==> src/rtl/paralelo_serial_tx.sv <==
// Purpose: byte FIFO feeding an MSB-first serializer. After reset it sends TRAIN_COUNT commas, then FIFO data or idle commas.
// Latency: a byte pushed into an empty FIFO while ACTIVE goes out at the next load edge strictly after the push, as 8 bit cycles.
// Backpressure: ready_out is low while the FIFO is full and in the first cycle after reset; valid_in is ignored while it is low.
// Ports: clk_32f bit clock; reset sync active-high; data_in/valid_in/ready_out byte push handshake;
//        data_out serial line; byte_start_out marks bit 7; data_sym_out marks FIFO symbols; active_out marks training done.
module paralelo_serial_tx #(
    parameter logic [7:0]  COMMA       = 8'hBC,
    parameter int unsigned TRAIN_COUNT = 4,
    parameter int unsigned FIFO_AW     = 2
) (
    input  logic       clk_32f,
    input  logic       reset,
    input  logic [7:0] data_in,
    input  logic       valid_in,
    output logic       ready_out,
    output logic       data_out,
    output logic       byte_start_out,
    output logic       data_sym_out,
    output logic       active_out
);

    localparam int unsigned      DEPTH      = 1 << FIFO_AW;
    localparam int unsigned      CNT_W      = FIFO_AW + 1;
    localparam logic [CNT_W-1:0] CNT_FULL   = CNT_W'(DEPTH);
    localparam logic [3:0]       TRAIN_LAST = 4'(TRAIN_COUNT);

    typedef enum logic {ST_TRAIN, ST_ACTIVE} state_t;

    state_t             state_q, state_d;
    logic [3:0]         train_cnt_q, train_cnt_d;
    logic [2:0]         bit_cnt_q, bit_cnt_d;
    logic [7:0]         shift_q, shift_d;
    logic               data_out_q, data_out_d;
    logic               byte_start_q, byte_start_d;
    logic               data_sym_q, data_sym_d;
    logic               active_q, active_d;
    logic               reset_q, reset_d;
    logic [FIFO_AW-1:0] wr_ptr_q, wr_ptr_d;
    logic [FIFO_AW-1:0] rd_ptr_q, rd_ptr_d;
    logic [CNT_W-1:0]   count_q, count_d;
    logic [7:0]         fifo_mem_q [DEPTH];

    logic               push;
    logic               pop;
    logic [7:0]         sym;
    logic               sym_from_fifo;

    // reset_q holds ready_out low for one cycle after release so the
    // upstream never sees a ready that was computed from pre-reset state.
    assign ready_out      = !reset_q && (count_q != CNT_FULL);
    assign push           = valid_in && ready_out && !reset;
    assign data_out       = data_out_q;
    assign byte_start_out = byte_start_q;
    assign data_sym_out   = data_sym_q;
    assign active_out     = active_q;

    always_comb begin
        bit_cnt_d     = bit_cnt_q + 3'd1;
        shift_d       = {shift_q[6:0], 1'b0};
        data_out_d    = shift_q[7];
        byte_start_d  = 1'b0;
        data_sym_d    = data_sym_q;
        state_d       = state_q;
        train_cnt_d   = train_cnt_q;
        active_d      = active_q;
        reset_d       = 1'b0;
        pop           = 1'b0;
        sym           = COMMA;
        sym_from_fifo = 1'b0;

        if (bit_cnt_q == 3'd0) begin
            if (state_q == ST_TRAIN) begin
                // The comma sent on this edge is itself the last training symbol.
                train_cnt_d = train_cnt_q + 4'd1;
                if (train_cnt_d == TRAIN_LAST) begin
                    state_d  = ST_ACTIVE;
                    active_d = 1'b1;
                end
            end else if (count_q != '0) begin
                // Uses the pre-edge count, so a byte pushed on this very
                // edge waits for the following load edge.
                pop           = 1'b1;
                sym           = fifo_mem_q[rd_ptr_q];
                sym_from_fifo = 1'b1;
            end
            data_out_d   = sym[7];
            shift_d      = {sym[6:0], 1'b0};
            byte_start_d = 1'b1;
            data_sym_d   = sym_from_fifo;
        end

        wr_ptr_d = wr_ptr_q;
        rd_ptr_d = rd_ptr_q;
        if (push) begin
            wr_ptr_d = wr_ptr_q + FIFO_AW'(1);
        end
        if (pop) begin
            rd_ptr_d = rd_ptr_q + FIFO_AW'(1);
        end

        unique case ({push, pop})
            2'b10:   count_d = count_q + CNT_W'(1);
            2'b01:   count_d = count_q - CNT_W'(1);
            default: count_d = count_q;
        endcase
    end

    always_ff @(posedge clk_32f) begin
        if (reset) begin
            state_q      <= ST_TRAIN;
            train_cnt_q  <= 4'd0;
            bit_cnt_q    <= 3'd0;
            shift_q      <= 8'd0;
            data_out_q   <= 1'b0;
            byte_start_q <= 1'b0;
            data_sym_q   <= 1'b0;
            active_q     <= 1'b0;
            reset_q      <= 1'b1;
            wr_ptr_q     <= '0;
            rd_ptr_q     <= '0;
            count_q      <= '0;
        end else begin
            state_q      <= state_d;
            train_cnt_q  <= train_cnt_d;
            bit_cnt_q    <= bit_cnt_d;
            shift_q      <= shift_d;
            data_out_q   <= data_out_d;
            byte_start_q <= byte_start_d;
            data_sym_q   <= data_sym_d;
            active_q     <= active_d;
            reset_q      <= reset_d;
            wr_ptr_q     <= wr_ptr_d;
            rd_ptr_q     <= rd_ptr_d;
            count_q      <= count_d;
        end
    end

    // Storage needs no reset: the pointers and count define what is valid.
    always_ff @(posedge clk_32f) begin
        if (push) begin
            fifo_mem_q[wr_ptr_q] <= data_in;
        end
    end

endmodule

==> config.mk <==
export PLATFORM = sky130hd
export DESIGN_NAME = paralelo_serial_tx
export DESIGN_NICKNAME = d
export VERILOG_FILES = /design/src/rtl/paralelo_serial_tx.sv
export SDC_FILE = /design/constraint.sdc
export NUM_CORES = 1
export LEC_CHECK = 0
export ABC_AREA = 0
export BUFFER_PORTS_ARGS = -buffer_cell sky130_fd_sc_hd__buf_2
export CAP_MARGIN = 20
export CORE_UTILIZATION = 55
export CTS_CLUSTER_DIAMETER = 120
export CTS_CLUSTER_SIZE = 30
export DETAILED_ROUTE_END_ITERATION = 12
export HOLD_SLACK_MARGIN = 0.1
export PLACE_DENSITY = 0.74
export RECOVER_POWER = 50
export SYNTH_ARGS = -nofsm -noshare
export SYNTH_HDL_FRONTEND = slang
export SYNTH_SLANG_ARGS = --single-unit
==> constraint.sdc <==
create_clock -name clk_32f -period 4.7 [get_ports clk_32f]
set_input_delay 0.235 -clock clk_32f [delete_from_list [all_inputs] [get_ports clk_32f]]
set_output_delay 0.235 -clock clk_32f [all_outputs]
set_load 0.1 [all_outputs]
======== Yosys cells after proc, flatten, opt, wreduce, memory -nomap -nowiden ========
Memories as Yosys holds them, arrays and structs flattened. A register that Yosys moved wholly into a read port is not among the register bits.
Index checks and enable logic that the tools add are counted.
storage, ports and cells
  memories ................................ 1
  output and inout port bits .............. 5
  word-level logic and storage cells ...... 50
  flip-flop bits (word level) ............. 28
  bits in writable memories ............... 32
memory list
  memory      words  bits a word  read ports  clocked after memory_dff  write ports  RTL line  RTL
  fifo_mem_q  4      8            1           1                         1            41        logic [7:0] fifo_mem_q [DEPTH];
operators by class
  eq/ne operators ......................... 4
  reduce and logical (&&, ||, !) cells .... 10
  bitwise operators ....................... 1
  muxes and demuxes ....................... 16
  $add $sub $neg .......................... 6
operators with widths
  operator                                          number
  2-to-1 mux 8 bit                                  3
  2-to-1 mux 1 bit                                  10
  adder 3 x 1 -> 3 bit, second input constant       2
  one-hot mux 3 bit (2 select lines)                1
  adder 2 x 1 -> 2 bit, second input constant       2
  adder 4 x 1 -> 4 bit, second input constant       1
  == test 4 x 3 -> 1 bit, second input constant     1
  2-to-1 mux 2 bit                                  2
  logical AND 1 bit                                 3
  zero test 3 bit                                   1
  != test 3 bit, second input constant              1
  AND reduction 3 bit                               1
  nonzero test 3 bit                                1
  subtractor 3 x 1 -> 3 bit, second input constant  1
  == test 2 x 1 -> 1 bit, second input constant     1
  == test 2 bit, second input constant              1
  zero test 1 bit                                   2
  AND reduction 2 bit                               1
  nonzero test 2 bit                                1
  NOT 1 bit                                         1

======== Depth between registers and ports, before layout ========
  word-level depth ........................ 6
  depth in mapped cells ................... 12
  mapped depth without buffers ............ 11

======== Worst setup path before layout ========
Ideal clock, no wire load.
  path kind ............................... reg-to-reg
  start point ............................. reg bit_cnt_q[0]
  end point ............................... reg count_q[2]
  slack ................................... 2,352 ps
  data arrival time ....................... 2,277 ps
  clock period less this slack ............ 2,348 ps
  buffers on the path ..................... 1
  data required time ...................... 4,630 ps
  cell stages (with the launch flop) ...... 13
  path through ............................ dfxtp_1 inv_1 ha_1 nand3b_1 or2_1 buf_6 inv_1 ha_1 inv_1 fa_1 xor2_1 or3_1 a21oi_1
between the ends
  cells in the longest elaborated chain, start to end .. 4
ends and longest elaborated chain
  element                                                                          RTL line  RTL
  start: declaration                                                               31        logic [2:0] bit_cnt_q, bit_cnt_d;
  start signal: assignment                                                         125       bit_cnt_q <= bit_cnt_d;
  zero test 3 bit *                                                                71        if (bit_cnt_q == 3'd0) begin
  2-to-1 mux 1 bit *                                                               71
  net pop                                                                          44        logic pop;
  == test 2 x 1 -> 1 bit / == test 2 bit (equally long branches)                   101       unique case ({push, pop})
  one-hot mux 3 bit (2 select lines) / nonzero test 2 bit (equally long branches)  n/a
  end signal: assignment                                                           134       count_q <= count_d;
  end: declaration                                                                 40        logic [CNT_W-1:0] count_q, count_d;
The timed path passes the listed nets; every way through them passes the cells marked *.
A chain may end at the register's enable or synchronous reset.

======== Worst setup path in the final report ========
Same ends and word-level chain as after synthesis.

==> run_results.csv <==
group,metric,value,unit
logic_synthesis,ys_ff_latch,61,
global_routing,antenna_found_initial,0,
critical_path,cp.depth,11,
drt,wl_per_cell,16.9,microns
place,place_inst,225,
critical_path,crit_top_cell,"inv_1",
critical_path,r2r_setup_slack,2.10,ns
floorplan,dieArea,0.00458,sq mm
drt,vias_per_cell,5.58,
hold_path,whs_path_depth,1,
cells_and_area,multiInputGateArea,749,sq um
global_routing,grt-ovfl-total,0,
pwr,power_leakage,0.916,nW
timing,period_share,55.4,%
critical_path,cp_slowest_stage_delay,0.38,ns
global_routing,track_usage,21.7,%
cells_and_area,final_common_cell,"edfxtp_1",
pwr,finalPower,1.21,mW
critical_path,ff2ff_path_depth,11,
clock_network,clk_latency,0.33,ns
timing,relSlewSlack,22.6,%
cells_and_area,regArea,0.00154,sq mm
place,hpwl,2710,microns
critical_path,cp.required,4.95,ns
critical_path,crit_arrival,2.85,ns
floorplan,rows,23,
clock_network,cts_buffers,9,
cells_and_area,n_antenna_cell,0,
clock_network,ctsHtreeMaxLevel,3,
place,port_buffers,15,
floorplan,boundaryPins,16,
critical_path,reg2reg_from,"bit_cnt_q[0]$_SDFF_PP0_",
logic_synthesis,syn_avg_cell_area,14.4,sq um
hold_path,hold_start,"data_in[1]",
logic_synthesis,synth_edf_count,32,
critical_path,endpoint_kind,"register",
cells_and_area,area_delta_synth_final,13.8,%
timing,hold_viol_final,0,
timing,timing.setup.tns,0,ns
cells_and_area,drive_above_1_share,14.1,%
critical_path,worstPathCellList,"inv_1 > ha_1 > nand3b_1 > or2_0 > inv_1 > ha_1 > inv_1 > fa_1 > xor2_1 > or3_1 > a21oi_1",
drt,dr.pass1.iters,4,
drt,drc,0,
cells_and_area,final_nets,207,
drt,vias,1351,
drt,postRouteAntennaNets,0,
critical_path,slowest_stage,"or2_0",
clock_network,clkTransAtPathRegs,0.07,ns
logic_synthesis,synthTopCellsByArea,"edfxtp_1 (40%), dfxtp_1 (24%), mux4_2 (7.6%)",
clock_network,clockBufferDepth,2,
floorplan,initial_core_util,58.5,%
logic_synthesis,yosysSeqAreaShare,64.9,%
logic_synthesis,synth-async-reset-ratio,0,%
logic_synthesis,syn-cell-area,0.00237,sq mm
global_routing,grt_pass1_wl,6610,microns
run_status,status,"finished, final reports clean",
logic_synthesis,synthCells,165,
global_routing,grt_start_max_net_pins,24,
critical_path,crit_fanout,7,
timing,slew_viol_final,0,
critical_path,crit_family,"simple AND/OR/NAND/NOR gates",
timing,timing.fmax,384,MHz
logic_synthesis,synthFlopType,"edfxtp_1",
logic_synthesis,synth_top_area_share,40.5,%
pwr,worst_ir_drop_vdd,0.284,mV
timing,fin_ws,2.10,ns
cells_and_area,finalNonFillerCells,242,
timing,setup_viol,0,
clock_network,cts_tree,"built",
floorplan,die_y,67.7,microns
timing,period_minus_slack,2.60,ns
timing,skew,0.00896,ns
critical_path,path_class,"register to register",
clock_network,cts_resized,0,
logic_synthesis,yosysTopAreaCell,"edfxtp_1",
timing,rsz0062_at_grt,"no",
place,finalWeightedCongestion,0.703,
critical_path,path_buf_inv,3,
place,place_ws,2.17,ns
clock_network,clock_sinks,61,
drt,initialDrtViolationCount,70,
clock_network,clockRootBuffer,"clkbuf_8",
critical_path,startpoint_type,"register",
pwr,power.density,449,mW/mm^2
logic_synthesis,yosysWarnings,0,
cells_and_area,final_cell_mix,"edfxtp_1 (32), dfxtp_1 (29), clkbuf_1 (13), nor2_1 (12)",
logic_synthesis,synth_cell_type_count,33,
critical_path,crit_start,"bit_cnt_q[0]$_SDFF_PP0_",
run,drv_cap,0,
floorplan,coreArea,0.00406,sq mm
hold_path,hp-class,"input port to register",
logic_synthesis,syn_nets,185,
global_routing,grt_pass1_vias,1370,
cells_and_area,fillCellCount,300,
floorplan,die_x,67.7,microns
timing,worst_pin_slew,1.17,ns
drt,wl,4090,microns
## metal layers
metal	track usage [%]	routed length [microns]	up-vias
li1	-	-	652
met1	25.7	1810	667
met2	34.8	2040	23
met3	7.60	147	9
met4	11.2	83	0
met5	0	0	-
## registers in the layout (all words and copies together) (netlist names), named ones only
register        flops
fifo_mem_q         32
byte_start_out      1
state_q             1
shift_q             7
count_q             3
data_out            1
wr_ptr_q            2
train_cnt_q         4
active_out          1
bit_cnt_q           3
rd_ptr_q            2
reset_q             1
data_sym_out        1
## worst register-to-register path: cells and delay by family (launching register included)
kind / cells / cell delay, ns
AND/OR/NAND/NOR: 3 / 0.87
adder cells (fa/ha/maj): 3 / 0.76
flip-flops: 1 / 0.33
buffers and inverters: 3 / 0.24
XOR/XNOR: 1 / 0.16
AO/OA/AOI/OAI: 1 / 0.16
## final timing paths
check | endpoint
worst max register to register | count_q[2]$_SDFFE_PP0P_
worst min-delay path | fifo_mem_q[2][1]$_DFFE_PP_
worst max-delay path | count_q[2]$_SDFFE_PP0P_
worst min register to register | bit_cnt_q[0]$_SDFF_PP0_
## power breakdown
| group | switching [mW] | internal [mW] | total [mW] |
|---|---|---|---|
| clock network | 0.200 | 0.349 | 0.549 |
| registers | 0.0109 | 0.578 | 0.589 |
| logic | 0.0515 | 0.0245 | 0.0760 |
| total | 0.262 | 0.952 | 1.21 |
## final cells by class
cell class | instances | area share, %
Clock buffer | 9 | 4.59
Clock inverter | 7 | 4.21
Inverter | 11 | 1.53
Multi-Input combinational cell | 88 | 27.7
Sequential cell | 61 | 57.1
Tap cell | 50 | 2.32
Timing Repair Buffer | 16 | 2.55
## cells in the mapped netlist (3+ instances only)
master,count
edfxtp_1,32
mux4_2,8
a21oi_1,11
nor2b_1,3
and2_1,5
inv_1,11
nand3_1,3
ha_1,8
xnor2_1,3
o221a_1,5
dfxtp_1,29
nor2_1,12
o21ai_0,5
## through the flow
stage	utilization, %	instance area [sq um]	hold WS, ns
6_report	66.6	2700	0.167
5_1_grt	66.6	2700	0.154
3_5_place_dp	61.1	2480	0.437
4_1_cts	66.9	2720	0.102
2_1_floorplan	-	2370	0.263
3_3_place_gp	61.1	2480	0.418
## repair_timing
action                                 4_1_cts  5_1_grt
setup buffers                                0        0
hold buffers                                 0        1
endpoints found under the hold margin        0        4
## cells by family after synthesis
group,count (synthesis),synth area share [%]
flip-flops,61,64.9
AND/OR/NAND/NOR,40,9.91
AO/OA/AOI/OAI,26,7.49
buffers and inverters,16,3.16
adder cells (fa/ha/maj),9,5.06
multiplexers,8,7.59
XOR/XNOR,5,1.85
No activity file was read; power rests on OpenSTA's default activity.
